===== config.mk =====
export PLATFORM = sky130hd
export DESIGN_NAME = ex_op_issue
export DESIGN_NICKNAME = d
export VERILOG_FILES = /design/src/rtl/ex_pkg.sv /design/src/rtl/ex_op_decode.sv /design/src/rtl/ex_op_issue.sv
export SDC_FILE = /design/constraint.sdc
export NUM_CORES = 1
export LEC_CHECK = 0
export BUFFER_PORTS_ARGS = -buffer_cell sky130_fd_sc_hd__buf_2
export CELL_PAD_IN_SITES_DETAIL_PLACEMENT = 1
export CELL_PAD_IN_SITES_GLOBAL_PLACEMENT = 1
export CORE_ASPECT_RATIO = 1.2
export CORE_MARGIN = 2
export CORE_UTILIZATION = 39
export CTS_BUF_LIST = sky130_fd_sc_hd__clkbuf_4
export DETAILED_ROUTE_END_ITERATION = 6
export PLACE_DENSITY_LB_ADDON = 0.1
export SYNTH_ARGS = -nofsm -noshare
export SYNTH_HDL_FRONTEND = slang
export SYNTH_SLANG_ARGS = --single-unit
export TNS_END_PERCENT = 10

===== constraint.sdc =====
create_clock -name clk -period 4.2 [get_ports clk]
set_input_delay 1.26 -clock clk [delete_from_list [all_inputs] [get_ports clk]]
set_output_delay 1.26 -clock clk [all_outputs]
set_load 0.02 [all_outputs]

===== src/rtl/ex_pkg.sv =====
// ex_pkg: shared types and constants for the decode-to-execute issue stage.
//   - op_idx_e : bit positions of the one-hot op_en vector
//   - RV32I opcode / funct3 / funct7 encodings used by the decoder
//   - issue_t  : one decoded entry, held in both the main and skid registers
package ex_pkg;

    localparam int XLEN    = 32;
    localparam int NUM_OPS = 13;

    typedef enum logic [3:0] {
        OP_ADD  = 4'd0,
        OP_SUB  = 4'd1,
        OP_XOR  = 4'd2,
        OP_OR   = 4'd3,
        OP_AND  = 4'd4,
        OP_SLL  = 4'd5,
        OP_SRL  = 4'd6,
        OP_SRA  = 4'd7,
        OP_SLT  = 4'd8,
        OP_SLTU = 4'd9,
        OP_EQ   = 4'd10,
        OP_GE   = 4'd11,
        OP_GEU  = 4'd12
    } op_idx_e;

    localparam logic [6:0] OPC_OP     = 7'b0110011;
    localparam logic [6:0] OPC_OP_IMM = 7'b0010011;
    localparam logic [6:0] OPC_BRANCH = 7'b1100011;
    localparam logic [6:0] OPC_LUI    = 7'b0110111;
    localparam logic [6:0] OPC_AUIPC  = 7'b0010111;

    // ALU funct3 encodings (shared by OP and OP-IMM)
    localparam logic [2:0] F3_ADD  = 3'b000;
    localparam logic [2:0] F3_SLL  = 3'b001;
    localparam logic [2:0] F3_SLT  = 3'b010;
    localparam logic [2:0] F3_SLTU = 3'b011;
    localparam logic [2:0] F3_XOR  = 3'b100;
    localparam logic [2:0] F3_SRL  = 3'b101;
    localparam logic [2:0] F3_OR   = 3'b110;
    localparam logic [2:0] F3_AND  = 3'b111;

    // Branch funct3 encodings
    localparam logic [2:0] F3_BEQ  = 3'b000;
    localparam logic [2:0] F3_BNE  = 3'b001;
    localparam logic [2:0] F3_BLT  = 3'b100;
    localparam logic [2:0] F3_BGE  = 3'b101;
    localparam logic [2:0] F3_BLTU = 3'b110;
    localparam logic [2:0] F3_BGEU = 3'b111;

    localparam logic [6:0] F7_ZERO = 7'b0000000;
    localparam logic [6:0] F7_ALT  = 7'b0100000;

    typedef struct packed {
        logic [NUM_OPS-1:0] op_en;
        logic [XLEN-1:0]    op_a;
        logic [XLEN-1:0]    op_b;
        logic [4:0]         rd;
        logic               wb_en;
        logic               is_branch;
        logic               br_inv;
        logic               illegal;
    } issue_t;

endpackage


===== src/rtl/ex_op_decode.sv =====
// ex_op_decode: purely combinational RV32I ALU/branch/LUI/AUIPC decoder.
//   instr   : raw instruction
//   pc      : instruction address (AUIPC operand a)
//   rs1_val : rs1 register value
//   rs2_val : rs2 register value
//   dec     : decoded issue_t (one-hot op_en, operands, rd, flags)
module ex_op_decode
    import ex_pkg::*;
(
    input  logic [XLEN-1:0] instr,
    input  logic [XLEN-1:0] pc,
    input  logic [XLEN-1:0] rs1_val,
    input  logic [XLEN-1:0] rs2_val,
    output issue_t          dec
);

    logic [6:0] opcode;
    logic [2:0] funct3;
    logic [6:0] funct7;
    logic [4:0] rd_field;
    logic       f7_zero;
    logic       f7_alt;
    logic [XLEN-1:0] imm_i;
    logic [XLEN-1:0] imm_u;
    logic [XLEN-1:0] shamt;

    assign opcode   = instr[6:0];
    assign rd_field = instr[11:7];
    assign funct3   = instr[14:12];
    assign funct7   = instr[31:25];
    assign f7_zero  = (funct7 == F7_ZERO);
    assign f7_alt   = (funct7 == F7_ALT);
    assign imm_i    = {{20{instr[31]}}, instr[31:20]};
    assign imm_u    = {instr[31:12], 12'b0};
    assign shamt    = {27'b0, instr[24:20]};

    op_idx_e         op;
    logic            legal;
    logic            is_br;
    logic            inv;
    logic [XLEN-1:0] a;
    logic [XLEN-1:0] b;

    // NOTE: every signal written here gets a default first, so no path leaves one unassigned and no latch is inferred.
    always_comb begin
        op    = OP_ADD;
        legal = 1'b0;
        is_br = 1'b0;
        inv   = 1'b0;
        a     = rs1_val;
        b     = rs2_val;

        case (opcode)
            OPC_OP: begin
                case (funct3)
                    F3_ADD:  begin legal = f7_zero | f7_alt; op = f7_alt ? OP_SUB : OP_ADD; end
                    F3_SLL:  begin legal = f7_zero; op = OP_SLL;  end
                    F3_SLT:  begin legal = f7_zero; op = OP_SLT;  end
                    F3_SLTU: begin legal = f7_zero; op = OP_SLTU; end
                    F3_XOR:  begin legal = f7_zero; op = OP_XOR;  end
                    F3_SRL:  begin legal = f7_zero | f7_alt; op = f7_alt ? OP_SRA : OP_SRL; end
                    F3_OR:   begin legal = f7_zero; op = OP_OR;   end
                    default: begin legal = f7_zero; op = OP_AND;  end
                endcase
            end
            OPC_OP_IMM: begin
                b = imm_i;
                case (funct3)
                    F3_ADD:  begin legal = 1'b1; op = OP_ADD;  end
                    F3_SLL:  begin legal = f7_zero; op = OP_SLL; b = shamt; end
                    F3_SLT:  begin legal = 1'b1; op = OP_SLT;  end
                    F3_SLTU: begin legal = 1'b1; op = OP_SLTU; end
                    F3_XOR:  begin legal = 1'b1; op = OP_XOR;  end
                    F3_SRL:  begin
                        legal = f7_zero | f7_alt;
                        op    = f7_alt ? OP_SRA : OP_SRL;
                        b     = shamt;
                    end
                    F3_OR:   begin legal = 1'b1; op = OP_OR;   end
                    default: begin legal = 1'b1; op = OP_AND;  end
                endcase
            end
            OPC_BRANCH: begin
                is_br = 1'b1;
                // Only eq/ge/geu compares exist; the other three branches invert them.
                case (funct3)
                    F3_BEQ:  begin legal = 1'b1; op = OP_EQ;              end
                    F3_BNE:  begin legal = 1'b1; op = OP_EQ;  inv = 1'b1; end
                    F3_BLT:  begin legal = 1'b1; op = OP_GE;  inv = 1'b1; end
                    F3_BGE:  begin legal = 1'b1; op = OP_GE;              end
                    F3_BLTU: begin legal = 1'b1; op = OP_GEU; inv = 1'b1; end
                    F3_BGEU: begin legal = 1'b1; op = OP_GEU;             end
                    default: legal = 1'b0;
                endcase
            end
            OPC_LUI: begin
                legal = 1'b1;
                a     = '0;
                b     = imm_u;
            end
            OPC_AUIPC: begin
                legal = 1'b1;
                a     = pc;
                b     = imm_u;
            end
            default: legal = 1'b0;
        endcase
    end

    // Illegal encodings collapse to an all-zero payload with only the illegal flag set.
    always_comb begin
        dec = '0;
        if (legal) begin
            dec.op_en[op]  = 1'b1;
            dec.op_a       = a;
            dec.op_b       = b;
            // Branch rd field carries immediate bits, not a register.
            dec.rd         = is_br ? 5'd0 : rd_field;
            dec.wb_en      = !is_br && (rd_field != 5'd0);
            dec.is_branch  = is_br;
            dec.br_inv     = inv;
        end else begin
            dec.illegal    = 1'b1;
        end
    end

endmodule


===== src/rtl/ex_op_issue.sv =====
// ex_op_issue: decode-to-execute issue stage with a 2-entry skid buffer.
//   clk, rst          : clock, synchronous active-high reset
//   flush             : drop every held entry and the flush-cycle input
//   in_valid/in_ready : upstream handshake (in_ready is a flop output)
//   instr, pc, rs1_val, rs2_val : instruction and operands to decode
//   out_valid/out_ready : downstream handshake, 1 cycle accept-to-valid
//   op_en, op_a, op_b, rd, wb_en, is_branch, br_inv, illegal : issued entry
module ex_op_issue
    import ex_pkg::*;
#(
    parameter int XLEN_P    = XLEN,
    parameter int NUM_OPS_P = NUM_OPS
) (
    input  logic                 clk,
    input  logic                 rst,
    input  logic                 flush,
    input  logic                 in_valid,
    output logic                 in_ready,
    input  logic [XLEN_P-1:0]    instr,
    input  logic [XLEN_P-1:0]    pc,
    input  logic [XLEN_P-1:0]    rs1_val,
    input  logic [XLEN_P-1:0]    rs2_val,
    output logic                 out_valid,
    input  logic                 out_ready,
    output logic [NUM_OPS_P-1:0] op_en,
    output logic [XLEN_P-1:0]    op_a,
    output logic [XLEN_P-1:0]    op_b,
    output logic [4:0]           rd,
    output logic                 wb_en,
    output logic                 is_branch,
    output logic                 br_inv,
    output logic                 illegal
);

    issue_t dec;

    ex_op_decode u_decode (
        .instr   (instr),
        .pc      (pc),
        .rs1_val (rs1_val),
        .rs2_val (rs2_val),
        .dec     (dec)
    );

    issue_t main_q, main_d;
    issue_t skid_q, skid_d;
    logic   main_valid_q, main_valid_d;
    logic   skid_valid_q, skid_valid_d;
    logic   in_ready_q, in_ready_d;

    logic accept;
    logic xfer;

    assign accept = in_valid && in_ready_q;
    assign xfer   = main_valid_q && out_ready;

    always_comb begin
        main_d       = main_q;
        skid_d       = skid_q;
        main_valid_d = main_valid_q;
        skid_valid_d = skid_valid_q;

        if (flush) begin
            // Any transfer this cycle has already been consumed downstream; the input is dropped.
            main_valid_d = 1'b0;
            skid_valid_d = 1'b0;
        end else if (xfer) begin
            if (skid_valid_q) begin
                // in_ready is low whenever skid is full, so no accept can collide here.
                main_d       = skid_q;
                main_valid_d = 1'b1;
                skid_valid_d = 1'b0;
            end else if (accept) begin
                main_d       = dec;
                main_valid_d = 1'b1;
            end else begin
                main_valid_d = 1'b0;
            end
        end else if (accept) begin
            if (main_valid_q) begin
                skid_d       = dec;
                skid_valid_d = 1'b1;
            end else begin
                main_d       = dec;
                main_valid_d = 1'b1;
            end
        end

        // Registered copy of !skid_valid so in_ready leaves this block straight from a flop.
        in_ready_d = !skid_valid_d;
    end

    // NOTE: state updates use <= so every flop samples pre-edge values regardless of statement order.
    always_ff @(posedge clk) begin
        if (rst) begin
            // NOTE: payload registers are reset as well, because the output fields must read zero after reset.
            main_q       <= '0;
            skid_q       <= '0;
            main_valid_q <= 1'b0;
            skid_valid_q <= 1'b0;
            in_ready_q   <= 1'b1;
        end else begin
            main_q       <= main_d;
            skid_q       <= skid_d;
            main_valid_q <= main_valid_d;
            skid_valid_q <= skid_valid_d;
            in_ready_q   <= in_ready_d;
        end
    end

    assign in_ready  = in_ready_q;
    assign out_valid = main_valid_q;
    assign op_en     = main_q.op_en;
    assign op_a      = main_q.op_a;
    assign op_b      = main_q.op_b;
    assign rd        = main_q.rd;
    assign wb_en     = main_q.wb_en;
    assign is_branch = main_q.is_branch;
    assign br_inv    = main_q.br_inv;
    assign illegal   = main_q.illegal;

endmodule


==> results of run 1 <==
[sequential cells by signal, summed over array words and instances, names as in the netlist, 5 cells and up]
name,flops
skid_q,86
op_a,32
op_b,32
op_en,13
rd,5
[Yosys cell counts (all sizes together), types with 2 or more instances]
cell / n
a32oi: 7
a2bb2oi: 5
nor4: 4
nor2b: 8
clkbuf: 99
a31oi: 14
nand3b: 35
nor2: 121
nor3: 19
o211ai: 2
or4: 3
a22oi: 39
or3b: 2
a21oi: 172
inv: 10
a221o: 14
nand3: 49
or3: 4
o21ai: 12
buf: 14
nand2: 222
o31ai: 2
dfxtp: 175
a221oi: 12
nand4: 2
a211oi: 80
a2111oi: 2
nand2b: 5
[stage by stage]
| stage | power, W | hold slack, ns |
|---|---|---|
| 4_1_cts | 0.00326 | 0.466 |
| 5_1_grt | 0.00338 | 0.487 |
| 2_1_floorplan | 0.00206 | 0.432 |
| 3_3_place_gp | 0.00226 | 0.438 |
| 3_5_place_dp | 0.00227 | 0.448 |
| 6_report | 0.00324 | 0.462 |
[cells by family after synthesis]
| logic type | share of synthesized area, % |
|---|---|
| buffers and inverters | 5.52 |
| muxes | 0.118 |
| and+or+nand+nor | 25.1 |
| DFF | 41.1 |
| xor gates and xnor gates | 0.103 |
| AOI/OAI and AO/OA | 28.0 |
[report_power, final]
group | internal (W) | switching [W]
sequential | 0.00171 | 0.0000313
clock | 0.000315 | 0.000685
combinational | 0.000180 | 0.000311
total | 0.00221 | 0.00103
[layer usage]
metal | track usage [%] | share of wire (%) | wire, um | up-vias
met5 | 0 | 0.16 | 50 | -
met4 | 9.93 | 2.6 | 803 | 8
met3 | 5.22 | 5.7 | 1770 | 57
met2 | 43.5 | 47 | 14600 | 278
met1 | 34.4 | 45 | 13900 | 4412
li1 | - | - | - | 4412
[final timing paths]
check | start | to | slack, ns
setup / recovery | instr[26] | op_en[4] | 0.99
hold / removal | skid_q[78] | skid_q[78] | 0.46
setup reg to reg | out_valid | op_a[13] | 1.83
hold reg to reg | skid_q[78] | skid_q[78] | 0.46
[layout make-up]
type	count	share of cell area, %
inverters	10	0.367
diodes	9	0.220
clock inverters	15	1.46
multi-input cells	849	45.4
flip-flops and latches	175	34.3
repair buffers	247	13.7
clock buffers	17	1.25
well taps	274	3.36
[critical path: stages]
cell,delay [ns]
buf_2,0.12
or4_4,0.58
o31ai_1,0.49
a32oi_4,0.23
and2_4,0.28
or4_1,0.54
a211oi_2,0.23
==> summary.log, run 1 <==
[clock_network] maximum count of clock buffers along a single path 2
[placed_design] worst slack at placement 0.417 ns
[timing] final worst path period need 3.21 ns
[power_and_ir_drop] power density normalized to cell area 317 mW/mm^2
[timing] minimum setup slack in the final design 0.994 ns
[power_and_ir_drop] Leakage 3.92 nW
[finish] fraction of layout cells with a size suffix above 1 22.8%
[global_route] Overflow after GRT 0
[global_route] pin count of the biggest net entering global routing 78
[die] core footprint 0.0216 sq mm
[route] wire per inst 19.5 um
[yosys] leading area contributor after synthesis dfxtp_1
[clock_network] total clock buffers created by CTS 17
[timing] endpoints failing hold 0
[finish] leading cell type in the layout, fill and taps excluded nand2_1
[clock_network] clock tree from TritonCTS built
[finish] number of fillers in the final layout 2803
[global_route] number of antenna violations at the first check in global routing 11
[finish] highest-count cells in the layout ignoring fill and taps 222 x nand2_1, 219 x buf_2, 175 x dfxtp_1
[timing] largest clock skew in the final design 0.0278 ns
[yosys] Area contributors post-synth dfxtp_1 41%, a21oi_1 10%, nand2_1 9.8%
[yosys] average instance area after synthesis 7.43 sq um
[route] post-detailed-route DRC marker count 0
[timing] worst max-slew margin expressed relative to the limit 41.1%
[yosys] sequential element share of the synthesized area 41.1%
[yosys] Post-synth ARST share 0%
[finish] final design utilization 47.4%
[yosys] Post-synth EDFFs 0
[placed_design] total cell area at the placement stage 0.00992 sq mm
[critical_path] CP required 4.72 ns
[power_and_ir_drop] peak supply drop 162 uV
[timing] number of pins with negative max-slew slack in the final report 0
[timing] Tcrit/Tclk final 76.3%
[yosys] dominant register cell in the synthesized netlist dfxtp_1
[placed_design] count of buffers from port buffering 220
[hold_path] worst hold stages 2
[finish] area growth from synthesis to layout 19.9%
[status] outcome completed
[route] routed wire length 31100 um
[finish] FF/Latch Area 0.00350 sq mm
[global_route] overall track demand over capacity in global routing 26.4%
[route] violation count after the first detailed-route iteration 584
[critical_path] data arrival time at the worst-slack endpoint 3.72 ns
[finish] Total Nets Final 1433
[die] floorplan die width 139 um
[route] DRT Pass-1 Iters 5
[clock_network] Clk Tree Root Cell clkbuf_4
[timing] Max Freq 312 MHz
[critical_path] Register-to-Register Path Depth 5
[finish] post-route insts no fill 1596
[placed_design] placed cells 1555
[yosys] syn nets 1280
[finish] multi-input combinational cell area 0.00464 sq mm
[critical_path] CP max FO 14
[global_route] via count of the first global-routing pass 9133
[route] residual antenna-violating net count after detailed routing 0
[critical_path] sort of element at the start of the critical path input port
[die] I/O pin count 221
[clock_network] clock latency of the later-clocked register in the worst-skew pair 0.61 ns
[timing] final setup vio count 0
[clock_network] Setup Buffers After CTS 0
[route] total number of vias 9167
[flow_run] max-capacitance violation count 0
[clock_network] post-cts sizing count 0
[yosys] number of distinct standard cells referenced by the synthesized netlist 47
[yosys] total of warnings raised by yosys 0
[timing] setup total negative slack 0 ns
[die] total die area 0.0230 sq mm
[die] Die H 166 um
[yosys] Synth Instances 1147
[finish] final instance area 0.0102 sq mm
[critical_path] kind of critical path input port to register
[hold_path] kind of path behind the tightest hold check register to register
[die] initial core utilization 39.5%
[placed_design] half-perimeter wire length after detailed placement 20600 um
[yosys] FF+latch count, synth 175
[die] num rows 59
[yosys] Synth Cell Area 0.00852 sq mm
[timing] transition time of the tightest slew-check pin 0.883 ns
[route] Avg Vias per Cell 5.74
[global_route] wire length of the first global-routing pass 49400 um
[placed_design] gp weighted congestion 0.825
[timing] unrepaired setup endpoints after global routing false
[yosys] share of the synthesized area in the top cell type 41.1%
[clock_network] total number of H-tree levels 4
[critical_path] endpoint class of the critical path register
[clock_network] clock slew at the register clock pins of the worst setup and hold paths 0.15 ns
[clock_network] number of buffers added to fix hold violations after cts 0
[clock_network] CTS Sinks 175
Note: power is estimated with default switching activity, not from simulation.
==> run 2: changes to the inputs <==
--- a/config.mk
+++ b/config.mk
@@ -5,6 +5,7 @@
 export SDC_FILE = /design/constraint.sdc
 export NUM_CORES = 1
 export LEC_CHECK = 0
+export ABC_AREA = 1
 export BUFFER_PORTS_ARGS = -buffer_cell sky130_fd_sc_hd__buf_2
 export CELL_PAD_IN_SITES_DETAIL_PLACEMENT = 1
 export CELL_PAD_IN_SITES_GLOBAL_PLACEMENT = 1
==> constraint.sdc (replaced) <==
create_clock -name clk -period 3.2 [get_ports clk]
set_input_delay 0.96 -clock clk [delete_from_list [all_inputs] [get_ports clk]]
set_output_delay 0.96 -clock clk [all_outputs]
set_load 0.02 [all_outputs]
==> summary.log, run 2 <==
[status] outcome completed
[power_and_ir_drop] post-route total power 0.00406 W [+26%]
[global_route] overall track demand over capacity in global routing 26.0% [-0.45 points]
[timing] Tcrit/Tclk final 68.7%
[critical_path] cell type of the slowest stage on the worst timing path nand3_1
[timing] Max Freq 455 MHz
[route] residual antenna-violating net count after detailed routing 0 [unchanged]
[yosys] Synth Cell Area 0.00815 sq mm [-4.3%]
[route] routed wire length 28500 um [-8.4%]
[yosys] Synth top cells by count 238 x a21oi_1, 175 x dfxtp_1, 171 x o21ai_0
[clock_network] total number of H-tree levels 4 [unchanged]
[yosys] average instance area after synthesis 7.28 sq um [-2.0%]
[placed_design] half-perimeter wire length after detailed placement 18700 um [-9.0%]
[power_and_ir_drop] Leakage 4.17 nW [+6.3%]
[route] DRT Pass-1 Iters 4 [-1]
[finish] leading cell type in the layout, fill and taps excluded a21oi_1
[clock_network] clock tree from TritonCTS built
[finish] highest-count cells in the layout ignoring fill and taps 238 x a21oi_1, 220 x buf_2, 175 x dfxtp_1
[yosys] Synth Instances 1120 [-2.4%]
[placed_design] total cell area at the placement stage 0.00941 sq mm [-5.2%]
[die] core footprint 0.0204 sq mm [-5.4%]
[yosys] library cell with the highest instance count after synthesis a21oi_1
[clock_network] Clk Tree Root Cell clkbuf_4
[die] floorplan die width 136 um [-2.1%]
[finish] area growth from synthesis to layout 18.4%
[yosys] Post-synth EDFFs 0 [unchanged]
[finish] Total Nets Final 1412 [-1.5%]
[timing] worst max-slew margin expressed relative to the limit 49.3% [+8.2 points]
[critical_path] CP required 3.70 ns [-1.02 ns]
[yosys] share of the synthesized area in the top cell type 43.0% [+1.9 points]
[global_route] number of antenna violations at the first check in global routing 5 [-6]
[critical_path] sort of element at the start of the critical path input port
[yosys] Post-synth ARST share 0% [unchanged]
[yosys] leading area contributor after synthesis dfxtp_1
[yosys] sequential element share of the synthesized area 43.0% [+1.9 points]
[finish] final instance area 0.00965 sq mm [-5.5%]
[timing] final worst path period need 2.20 ns
[critical_path] CP max FO 14 [unchanged]
[clock_network] number of buffers added to fix hold violations after cts 0 [unchanged]
[global_route] via count of the first global-routing pass 8753 [-4.2%]
[route] violation count after the first detailed-route iteration 547 [-6.3%]
[finish] number of fillers in the final layout 2671 [-4.7%]
[critical_path] list of cells traversed by the critical path buf_2 > inv_2 > nand2_1 > nor2_4 > nand2_2 > inv_2 > nand3_1 > o211ai_1 > nand2_1 > a21oi_1
[yosys] syn nets 1253 [-2.1%]
[route] total number of vias 8688 [-5.2%]
[clock_network] clock latency of the later-clocked register in the worst-skew pair 0.58 ns [-0.03 ns]
[finish] Largest Register skid_q
[timing] worst hold margin 0.522 ns [+0.0594 ns]
[power_and_ir_drop] power density normalized to cell area 421 mW/mm^2 [+33%]
[flow_run] max-capacitance violation count 0 [unchanged]
[critical_path] Critical Path Max Stage Delay 0.43 ns [-0.15 ns]
[die] num rows 57 [-3.4%]
[timing] largest clock skew in the final design 0.0200 ns [-0.00781 ns]
[die] total die area 0.0221 sq mm [-4.2%]
[clock_network] total clock buffers created by CTS 17 [unchanged]
[route] wire per inst 18.3 um [-6.2%]
[placed_design] gp weighted congestion 0.857 [+3.9%]
[yosys] number of distinct standard cells referenced by the synthesized netlist 29 [-38%]
[clock_network] clock slew at the register clock pins of the worst setup and hold paths 0.14 ns [about the same]
[yosys] Area contributors post-synth dfxtp_1 43%, a21oi_1 15%, o21ai_0 11%
[finish] number of flip-flops under the largest register name 86 [unchanged]
[clock_network] maximum count of clock buffers along a single path 2 [unchanged]
[placed_design] count of buffers from port buffering 220 [unchanged]
[finish] fraction of layout cells with a size suffix above 1 23.5% [+0.78 points]
[clock_network] CTS Sinks 175 [unchanged]
[route] Avg Vias per Cell 5.57 [-3.0%]
[timing] final setup vio count 0 [unchanged]
[power_and_ir_drop] peak supply drop 257 uV [+59%]
[die] Die H 162 um [-2.1%]
[global_route] pin count of the biggest net entering global routing 88 [+13%]
[timing] unrepaired setup endpoints after global routing false
[timing] endpoints failing hold 0 [unchanged]
[clock_network] post-cts sizing count 0 [unchanged]
[timing] setup total negative slack 0 ns [unchanged]
[timing] number of pins with negative max-slew slack in the final report 0 [unchanged]
[timing] transition time of the tightest slew-check pin 0.760 ns [-0.123 ns]
[die] initial core utilization 40.0% [+0.44 points]
[critical_path] kind of critical path input port to register
[clock_network] Setup Buffers After CTS 0 [unchanged]
[critical_path] endpoint class of the critical path register
[hold_path] kind of path behind the tightest hold check register to register
[critical_path] data arrival time at the worst-slack endpoint 2.70 ns [-1.02 ns]
[yosys] total of warnings raised by yosys 0 [unchanged]
[global_route] wire length of the first global-routing pass 45900 um [-7.0%]
[global_route] Overflow after GRT 0 [unchanged]
[die] I/O pin count 221 [unchanged]
[yosys] dominant register cell in the synthesized netlist dfxtp_1
[yosys] FF+latch count, synth 175 [unchanged]
[route] post-detailed-route DRC marker count 0 [unchanged]
==> run 2: cell count changes in the layout (fill, tap and decap cells not counted), moves of 28 or more <==
cell / before / now
o21ai_0: 12 / 171
a21oi_1: 172 / 238
a32o_1: 0 / 32
nor2_1: 120 / 72
a211oi_1: 78 / 0
nand2_1: 222 / 136
nand3_1: 48 / 76
a22oi_1: 38 / 0
nand3b_1: 35 / 0
==> run 2: cell type report <==
class,count,area (sq um),area share (%)
repair buffers,240,1340,13.9
diodes,4,10.0,0.104
flip-flops and latches,175,3500,36.3
clock buffers,17,128,1.32
multi-input cells,798,4050,42.0
well taps,265,332,3.44
clock inverters,14,109,1.13
inverters,47,179,1.85
==> run 2: per-stage QoR <==
stage	instances	setup slack [ns]	utilization, %
after CTS	1556	1.00	47.3
after global routing	1558	0.833	47.3
after detailed placement	1525	0.391	46.1
after global placement	1525	0.457	46.1
final	1560	1.00	47.3
after floorplan	1120	1.02	-
==> run 2: report_power, final <==
group	internal [W]	switching, W
Sequential	0.00226	0.0000418
Combinational	0.000220	0.000381
Clock	0.000314	0.000845
==> run 2: cells by family after synthesis <==
logic type	count (synthesis)	share of synthesized area [%]
compound gates	474	31.4
buf+inv	147	7.57
flops	175	43.0
simple gates	324	18.0
==> run 2: final timing paths <==
kind                            cells after the start  slack (ns)      start          to
worst max-delay path                               10        1.00   instr[2]  skid_q[23]
worst min-delay path                                2        0.52  skid_q[2]   skid_q[2]
worst max register to register                      9        1.19  out_valid     op_b[2]
worst min register to register                      2        0.52  skid_q[2]   skid_q[2]
==> run 2: worst max-delay path: cells and delay by family <==
kind	cells	cell delay (ns)
AO/OA/AOI/OAI	2	0.48
AND/OR/NAND/NOR	5	0.96
buffers and inverters	3	0.29
==> run 2: per-layer routing <==
metal | vias to the layer above | share of wire, % | GRT usage [%]
met5 | - | 0.13 | 0
met4 | 6 | 1.7 | 7.29
met3 | 41 | 5.8 | 6.13
met2 | 227 | 48 | 42.6
met1 | 4177 | 45 | 34.1
li1 | 4237 | - | -
==> run 3: changes to the inputs <==
==> constraint.sdc (replaced) <==
create_clock -name clk -period 2.3 [get_ports clk]
set_input_delay 0.69 -clock clk [delete_from_list [all_inputs] [get_ports clk]]
set_output_delay 0.69 -clock clk [all_outputs]
set_load 0.02 [all_outputs]
==> summary.log, run 3 (synthesized netlist as in run 2, its figures left out) <==
[route] residual antenna-violating net count after detailed routing 0 [unchanged]
[power_and_ir_drop] Leakage 4.37 nW [+4.9%]
[die] I/O pin count 221 [unchanged]
[finish] Total Nets Final 1440 [+2.0%]
[power_and_ir_drop] switching share of power 29.5% [-1.7 points]
[power_and_ir_drop] switching power summed over all nets 0.00175 W [+38%]
[critical_path] CP required 1.61 ns [-2.09 ns]
[clock_network] number of buffers added to fix hold violations after cts 0 [unchanged]
[die] floorplan die width 136 um [unchanged]
[clock_network] post-cts sizing count 0 [unchanged]
[clock_network] CTS Sinks 175 [unchanged]
[power_and_ir_drop] post-route total power 0.00591 W [+46%]
[timing] Max Freq 542 MHz
[timing] final worst path period need 1.84 ns
[critical_path] kind of critical path register to output pin
[global_route] overall track demand over capacity in global routing 25.6% [-0.35 points]
[timing] number of pins with negative max-slew slack in the final report 0 [unchanged]
[clock_network] maximum count of clock buffers along a single path 2 [unchanged]
[timing] worst max-slew margin expressed relative to the limit 57.1% [+7.8 points]
[critical_path] endpoint class of the critical path output pin
[timing] Tcrit/Tclk final 80.2%
[critical_path] Largest delay share family, worst path flip-flops
[power_and_ir_drop] power density normalized to cell area 589 mW/mm^2 [+40%]
[route] violation count after the first detailed-route iteration 467 [-15%]
[finish] highest-count cells in the layout ignoring fill and taps 238 x a21oi_1, 220 x buf_2, 175 x dfxtp_1
[die] Die H 162 um [unchanged]
[critical_path] CP Buf/Inv Count 1 [-2]
[critical_path] Critical Path Max Stage Delay 0.40 ns [-0.03 ns]
[global_route] via count of the first global-routing pass 8585 [-1.9%]
[status] outcome completed
[clock_network] total clock buffers created by CTS 17 [unchanged]
[clock_network] clock tree from TritonCTS built
[critical_path] cell type of the slowest stage on the worst timing path dfxtp_1
[clock_network] Setup Buffers After CTS 0 [unchanged]
[critical_path] r2r startpoint out_valid
[timing] largest clock skew in the final design 0.0285 ns [+0.00844 ns]
[finish] fraction of layout cells with a size suffix above 1 25.3% [+1.8 points]
[die] initial core utilization 40.0% [unchanged]
[clock_network] Clk Tree Root Cell clkbuf_4
[power_and_ir_drop] Flop pwr share 54.2% [-2.5 points]
[finish] final design utilization 49.2% [+1.9 points]
[critical_path] data arrival time at the worst-slack endpoint 1.15 ns [-1.55 ns]
[hold_path] worst-case hold path end point skid_q[4]
[critical_path] CP max FO 2 [-12]
[finish] leading cell type in the layout, fill and taps excluded a21oi_1
[finish] Largest Register skid_q
[placed_design] half-perimeter wire length after detailed placement 19700 um [+5.1%]
[critical_path] list of cells traversed by the critical path buf_2
[critical_path] sort of element at the start of the critical path register
[timing] transition time of the tightest slew-check pin 0.644 ns [-0.116 ns]
[finish] number of flip-flops under the largest register name 86 [unchanged]
[placed_design] gp weighted congestion 0.827 [-3.5%]
[timing] unrepaired setup endpoints after global routing false
[global_route] Overflow after GRT 0 [unchanged]
[clock_network] total number of H-tree levels 4 [unchanged]
[route] routed wire length 28300 um [-0.93%]
[global_route] pin count of the biggest net entering global routing 61 [-31%]
[critical_path] setup slack on the worst flop-to-flop path 0.52 ns [-0.67 ns]
[power_and_ir_drop] internal power of the cells 0.00417 W [+49%]
[power_and_ir_drop] power share of the clock group 31.3% [+2.8 points]
[route] total number of vias 8794 [+1.2%]
[power_and_ir_drop] peak supply drop 269 uV [+4.6%]
[global_route] wire length of the first global-routing pass 45100 um [-1.8%]
[hold_path] worst hold stages 3 [+1]
[flow_run] max-capacitance violation count 0 [unchanged]
[route] Avg Vias per Cell 5.53 [-0.63%]
[route] DRT Pass-1 Iters 4 [unchanged]
[power_and_ir_drop] Logic pwr share 14.5% [-0.3 points]
[die] total die area 0.0221 sq mm [unchanged]
[timing] final setup vio count 0 [unchanged]
[finish] area growth from synthesis to layout 23.1%
[global_route] number of antenna violations at the first check in global routing 5 [unchanged]
[hold_path] kind of path behind the tightest hold check input port to register
[route] wire per inst 17.8 um [-2.7%]
[clock_network] clock slew at the register clock pins of the worst setup and hold paths 0.16 ns [+0.02 ns]
[route] post-detailed-route DRC marker count 0 [unchanged]
[clock_network] clock latency of the later-clocked register in the worst-skew pair 0.59 ns [about the same]
[critical_path] endpoint of the worst register-to-register path skid_q[39]
[timing] endpoints failing hold 0 [unchanged]
[critical_path] Register-to-Register Path Depth 7 [-2]
[placed_design] count of buffers from port buffering 220 [unchanged]
[die] core footprint 0.0204 sq mm [unchanged]
[hold_path] worst hold start instr[7]
[timing] setup total negative slack 0 ns [unchanged]
[die] num rows 57 [unchanged]
-- run 3: how the worst max path moves through the flow --
stage / startpoint / endpoint / slack [ns] / cells past startpoint
floorplan: instr[6] / rd[3] / 0.39 / 12
global placement: instr[2] / op_en[2] / 0.09 / 10
detailed placement: instr[1] / op_en[5] / 0.04 / 12
CTS: br_inv / br_inv / 0.40 / 1
global route: op_b[10] / op_b[10] / 0.37 / 1
finish: op_b[9] / op_b[9] / 0.46 / 1
-- run 3: cell type report --
type / instances / area (sq um)
multi-input combinational: 798 / 4050
inverter: 47 / 179
clock inverter: 13 / 154
antenna: 4 / 10.0
tap: 265 / 332
sequential: 175 / 3500
fill: 2694 / 10400
timing repair buffer: 268 / 1660
clock buffer: 19 / 143
-- run 3: per-stage QoR --
step	instance area, sq um	worst slack [ns]	hold slack, ns	cells
after floorplan	8150	0.394	0.459	1120
after global placement	9730	0.0919	0.455	1553
after detailed placement	9730	0.0363	0.467	1553
after CTS	10000	0.398	0.313	1585
after global routing	10000	0.370	0.318	1587
final	10000	0.456	0.368	1589
-- run 3: power groups by stage --
stage / clock network [W] / registers (W) / logic (W)
final: 0.00185 / 0.00320 / 0.000859
after detailed placement: 0 / 0.00327 / 0.000861
after global routing: 0.00204 / 0.00322 / 0.000948
after floorplan: 0 / 0.00337 / 0.000367
after global placement: 0 / 0.00327 / 0.000850
after CTS: 0.00191 / 0.00320 / 0.000865
-- run 3: worst reg2reg max path: stages (launching register included) --
cell,delay [ns]
dfxtp_1,0.38
inv_1,0.06
or2_1,0.29
nor3_4,0.18
buf_12,0.21
buf_12,0.26
o21ai_0,0.13
a21oi_1,0.19
-- run 3: metal layers --
metal	vias up	part of all wire, %	routed length, um	global-route usage, %
met4	2	1.2	350	6.53
met1	4231	45	12600	33.4
met2	241	48	13600	43.0
li1	4292	-	-	-
met3	28	6.0	1700	5.51
met5	-	0.039	11	0
